## config.mk

```make
export PLATFORM = sky130hd
export DESIGN_NAME = regfile32_dump
export DESIGN_NICKNAME = d
export VERILOG_FILES = /design/src/rtl/regfile32_dump.sv
export SDC_FILE = /design/constraint.sdc
export NUM_CORES = 2
export LEC_CHECK = 0
export CAP_MARGIN = 20
export CORE_ASPECT_RATIO = 1.4
export CORE_UTILIZATION = 55
export CTS_BUF_LIST = sky130_fd_sc_hd__clkbuf_8
export CTS_CLUSTER_DIAMETER = 120
export CTS_CLUSTER_SIZE = 14
export DETAILED_ROUTE_END_ITERATION = 8
export MAX_ROUTING_LAYER = met4
export PLACE_DENSITY = 0.75
export SLEW_MARGIN = 15
export SYNTH_ARGS = -nofsm -noshare
export SYNTH_HDL_FRONTEND = slang
export SYNTH_SLANG_ARGS = --single-unit
```

## constraint.sdc

```tcl
create_clock -name clk -period 33.2 [get_ports clk]
set_input_delay 3.32 -clock clk [delete_from_list [all_inputs] [get_ports clk]]
set_output_delay 3.32 -clock clk [all_outputs]
set_load 0.005 [all_outputs]
```

## src/rtl/regfile32_dump.sv

```systemverilog
// regfile32_dump: 32 x WIDTH MIPS general-purpose register file with a
// valid/ready dump engine that streams every register, in index order, to a
// debug/trace consumer.
//
// Ports:
//   clk, reset            single clock; asynchronous active-high reset
//   we, waddr, wdata      write port, committed on the falling clock edge
//   raddr_a/rdata_a       combinational read port A
//   raddr_b/rdata_b       combinational read port B
//   dump_start            request a full dump (sampled at rising edge, IDLE only)
//   dump_valid/dump_ready beat handshake; dump_idx/dump_data describe the beat
//   dump_busy             dump in progress (same as dump_valid)
//   dump_done             one-cycle pulse after the final beat is accepted
module regfile32_dump #(
  parameter int unsigned WIDTH = 32,
  parameter int unsigned NREGS = 32
) (
  input  logic             clk,
  input  logic             reset,
  input  logic             we,
  input  logic [4:0]       waddr,
  input  logic [WIDTH-1:0] wdata,
  input  logic [4:0]       raddr_a,
  output logic [WIDTH-1:0] rdata_a,
  input  logic [4:0]       raddr_b,
  output logic [WIDTH-1:0] rdata_b,
  input  logic             dump_start,
  output logic             dump_valid,
  input  logic             dump_ready,
  output logic [4:0]       dump_idx,
  output logic [WIDTH-1:0] dump_data,
  output logic             dump_busy,
  output logic             dump_done
);

  localparam int unsigned AW = 5;
  localparam logic [AW-1:0] LAST_IDX = AW'(NREGS - 1);

  typedef enum logic [0:0] {
    S_IDLE = 1'b0,
    S_SEND = 1'b1
  } state_e;

  // ---------------------------------------------------------------------------
  // Register storage (falling-edge writes)
  // ---------------------------------------------------------------------------
  logic [WIDTH-1:0] regs_q [NREGS];
  logic [WIDTH-1:0] regs_d [NREGS];

  // Register zero is never written, so it keeps its reset value of zero.
  always_comb begin
    regs_d = regs_q;
    if (we && (waddr != '0) && (32'(waddr) < NREGS)) begin
      regs_d[waddr] = wdata;
    end
  end

  // Falling-edge commit gives same-cycle write-back to decode forwarding.
  always_ff @(negedge clk or posedge reset) begin
    if (reset) begin
      regs_q <= '{default: '0};
    end else begin
      regs_q <= regs_d;
    end
  end

  // Combinational read ports; index zero and out-of-range indices read zero.
  always_comb begin
    rdata_a = '0;
    rdata_b = '0;
    if ((raddr_a != '0) && (32'(raddr_a) < NREGS)) begin
      rdata_a = regs_q[raddr_a];
    end
    if ((raddr_b != '0) && (32'(raddr_b) < NREGS)) begin
      rdata_b = regs_q[raddr_b];
    end
  end

  // ---------------------------------------------------------------------------
  // Dump engine (rising edge)
  // ---------------------------------------------------------------------------
  state_e           state_q;
  state_e           state_d;
  logic [AW-1:0]    ptr_q;
  logic [AW-1:0]    ptr_d;
  logic [WIDTH-1:0] data_q;
  logic [WIDTH-1:0] data_d;
  logic             valid_q;
  logic             valid_d;
  logic             done_q;
  logic             done_d;
  logic             beat_accept;
  logic             last_beat;
  logic [AW-1:0]    ptr_next;

  assign beat_accept = valid_q && dump_ready;
  assign last_beat   = (ptr_q == LAST_IDX);
  assign ptr_next    = ptr_q + AW'(1);

  // State register.
  always_ff @(posedge clk or posedge reset) begin
    if (reset) begin
      state_q <= S_IDLE;
    end else begin
      state_q <= state_d;
    end
  end

  // Next-state logic; a start request while sending is ignored.
  always_comb begin
    state_d = state_q;
    case (state_q)
      S_IDLE: begin
        if (dump_start) begin
          state_d = S_SEND;
        end
      end
      S_SEND: begin
        if (beat_accept && last_beat) begin
          state_d = S_IDLE;
        end
      end
      default: state_d = S_IDLE;
    endcase
  end

  // Output next-values. The data word is a snapshot taken when a beat is
  // loaded, so a stalled beat never changes even if its register is written.
  always_comb begin
    ptr_d   = ptr_q;
    data_d  = data_q;
    valid_d = valid_q;
    done_d  = 1'b0;
    case (state_q)
      S_IDLE: begin
        if (dump_start) begin
          ptr_d   = '0;
          data_d  = regs_q[0];
          valid_d = 1'b1;
        end
      end
      S_SEND: begin
        if (beat_accept) begin
          if (last_beat) begin
            ptr_d   = '0;
            valid_d = 1'b0;
            done_d  = 1'b1;
          end else begin
            ptr_d  = ptr_next;
            data_d = regs_q[ptr_next];
          end
        end
      end
      default: begin
        ptr_d   = '0;
        valid_d = 1'b0;
      end
    endcase
  end

  // Output registers.
  always_ff @(posedge clk or posedge reset) begin
    if (reset) begin
      ptr_q   <= '0;
      data_q  <= '0;
      valid_q <= 1'b0;
      done_q  <= 1'b0;
    end else begin
      ptr_q   <= ptr_d;
      data_q  <= data_d;
      valid_q <= valid_d;
      done_q  <= done_d;
    end
  end

  assign dump_valid = valid_q;
  assign dump_busy  = valid_q;
  assign dump_idx   = ptr_q;
  assign dump_data  = data_q;
  assign dump_done  = done_q;

endmodule

```

* Word-level counts from Yosys, hierarchy flattened
Cells that the tools add are included.
** Word-level totals
- Input bits :: 52
- Output and inout bits :: 104
- Register bits after elaboration :: 1064
** Operators by class
- Magnitude comparators :: 5
- Add/subtract/negate cells :: 1
- Bitwise logic cells :: 5
- Muxes and demuxes :: 32
- Reduce and logical (&&, ||, !) cells :: 10
- Equal/unequal tests :: 5
** Operators by type and width (count)
- $bwmux W1024 :: 1
- $bmux W32 S5 :: 3
- $mux W32 :: 12
- $demux W32 S5 :: 1
- $pmux W32 S2 :: 1
- $ge A6 B6 Y1 const B :: 4
- $not A5 Y6 :: 4
- $mux W5 :: 3
- $reduce_bool A5 Y1 :: 3
- $pmux W5 S2 :: 1
- $mux W1 :: 8
- $lt A6 B1 Y1 const B :: 1
- $reduce_and A3 Y1 :: 2
- $add A5 B1 Y5 const B :: 1
- $eq A5 B5 Y1 const B :: 1
- $logic_and A1 B1 Y1 :: 4
- $ne A2 B1 Y1 const B :: 2
- $ne A2 B2 Y1 const B :: 2
- $pmux W1 S2 :: 2
- $reduce_and A2 Y1 :: 1
- $not A1 Y1 :: 1

* Depth between registers and ports, before layout
- Word-level depth :: 8
- Depth in mapped cells :: 10

==> flow_summary.toml <==
[run_status]
status = "completed"

[route]
dr_total_vias = 46000
antenna_left = 0
drtIter0Drc = 6095
firstDrtPassIters = 8
drc = 0
vias_per_cell = 7.67
wl_per_cell_um = 36.4
wirelength_mm = 218

[clock_tree]
clkSlewWorstSetupHoldPaths_ns = 0.07
cts_tree = "built"
cts-resized-gates = 0
clock_path_buffers = 3
hold_buffers = 0
clock-sinks = 1064
cts-root-buf = "clkbuf_8"
clkLatencyLatePin_ns = 0.82
numCtsBuffers = 85
ctsHtreeMaxLevel = 3
post-cts-setup-buffers = 0

[synth]
synth_seq_cells = 1064
synth.avg_cell_area_um2 = 13.7
yosysUniqueCellTypes = 37
synth_flop_cell = "dfrtn_1"
synth_nets = 4703
synth_area_um2 = 63600
synth_enable_flop_cells = 0
yosysWarnings = 0
async_reset_ff_share_pct = 100
yosysSeqAreaShare_pct = 41.9
syn_inst = 4649

[critical_path]
critical_path.endpoint_type = "output pin"
critPathMaxFanout = 4
cp-start-kind = "flip-flop"
worstPathRequired_ns = 29.88
critPathKind = "reg -> out"
worst_ep_arrival_time_ns = 20.17

[layout]
drive_above_1_share_pct = 42.9
area_delta_synth_final_pct = 6.18
fin_util_pct = 58.9
fin_nets = 4512
final_area_um2 = 67500

[die]
dieArea_um2 = 117000
initial_core_util_pct = 55.5
fp.dieW_um = 289
ios = 156
core_area_um2 = 115000
die_h_um = 404
rows = 147

[sta]
slew_headroom_pct = 11.1
rsz0062_at_grt = "no"
hold_viol = 0
slew_violations = 0
tightest_slew_ns = 1.33
fin_tns_setup_ns = 0
hold_slack_ns = 0.399
setup_viol = 0
clock_skew_ns = 0.131

[grt]
grt_pass1_vias = 46400
grt-ovfl-total = 0
grt_start_max_net_pins = 173
antenna_found_initial = 15
grt_first_pass_wirelength_mm = 318
gr-usage-all-layers_pct = 38.9

[job]
maxCapViolCount = 0

[placement]
post-dp-hpwl_mm = 124
gp_congestion = 0.890
portBuffers = 155
placed_area_um2 = 65900

[hold_path]
hold_class = "reg -> reg"

[pwr]
power.internal_uw = 2710
p_per_area_nw_per_um2 = 64.6
p_clk_share_pct = 15.8
p_total_uw = 4360
p_sw_share_pct = 37.7
power.leakage_uw = 0.0281
p_comb_share_pct = 41.8
p_seq_share_pct = 42.4
power_switching_uw = 1640
irDropWorstVdd_uv = 96.1
-- worst paths after layout --
kind                        startpoint            end  slack [ns]  cells after the start
hold / removal             regs_q[994]    regs_q[994]        0.40                      0
setup / recovery           regs_q[257]     rdata_b[1]        9.71                      5
hold reg to reg            regs_q[994]    regs_q[994]        0.40                      0
setup reg to reg            regs_q[51]  dump_data[19]       14.98                      5
min in group asynchronous        reset   dump_data[5]        3.41                      3
max in group asynchronous        reset    regs_q[715]       10.81                      5
-- synthesized netlist by cell type, drive strengths merged, types with 64 or more instances --
cell,count,area [um^2]
mux2,1024,11500
mux4,640,14400
a22o,130,1140
o21ai,68,340
nand4,96,601
dfrtn,1024,25600
o221ai,64,561
clkbuf,336,1260
buf,203,996
nand3,131,656
mux2i,224,2240
nand2,467,1750
-- state kept, by name, indices dropped and copies added (netlist names) --
signal and count:
regs_q 1024, dump_data 32, dump_idx 5, dump_busy 1, dump_done 1, state_q 1
-- final cells by class --
| cell class | count | area, um^2 |
|---|---|---|
| Multi-Input combinational cell | 3045 | 35000 |
| Fill cell | 8826 | 47100 |
| Timing Repair Buffer | 261 | 2630 |
| Clock buffer | 87 | 1200 |
| Sequential cell | 1064 | 26600 |
| Inverter | 1 | 7.51 |
| Clock inverter | 31 | 120 |
| Tap cell | 1490 | 1860 |
| Antenna cell | 17 | 42.5 |
-- power by group through the flow --
stage                     Sequential [uW]  Combinational, uW  Clock, uW
after floorplan                      1760               1320          0
after global placement               1830               1750          0
after detailed placement             1860               1790          0
after CTS                            1830               1790        693
after global routing                 1880               1910        735
final                                1850               1820        688
-- metrics by stage --
stage                     setup slack [ns]  std cells
after floorplan                     -0.994       4649
after global placement               10.02       5843
after detailed placement              9.98       5846
after CTS                             9.90       5964
after global routing                  9.75       5993
final                                 9.71       5996
-- metal layers --
layer	vias up	share of wire, %	track usage (%)
met5	-	0	-
met4	0	7.8	26.5
met3	947	12	10.7
met2	3328	46	56.5
met1	24100	34	47.2
li1	17600	-	-
-- cell families (layout without fill, tap and decap cells) --
logic type,count (synthesis),after routing,share of synthesized area (%)
AND/OR/NAND/NOR,792,792,5.61
multiplexers,1888,1888,44.4
XOR/XNOR,4,4,0.0551
other,0,17,0
buffers and inverters,540,380,3.56
flip-flops,1064,1064,41.9
adder cells (fa/ha/maj),2,2,0.0394
AO/OA/AOI/OAI,359,359,4.48
-- critical path, stage by stage (launching register included) --
cell	delay, ns
dfrtn_1	0.38
mux4_2	0.48
a22o_1	0.26
o21ai_0	0.63
o221ai_1	0.52
clkdlybuf4s50_1	0.58
-- placed cells by master (no fill, tap or decap), types with 3 or more instances in the layout --
master	count
nor2b_4	7
nor2_1	7
mux2_2	1024
o21ai_0	68
buf_16	3
dfrtp_1	39
buf_4	81
diode_2	17
a22oi_1	32
buf_2	3
clkbuf_8	87
and3_1	35
clkdlybuf4s50_1	146
a32oi_1	32
a221oi_1	32
nand2_2	15
mux2i_1	224
nor2_4	19
a22o_1	130
nand4_1	96
buf_8	16
buf_12	10
mux4_2	639
nand3_1	131
nor3_1	3
nand3b_1	4
o221ai_1	64
nor3b_1	4
inv_1	30
nand2_1	452
dfrtn_1	1024
Power figures use the tool's default switching activity.
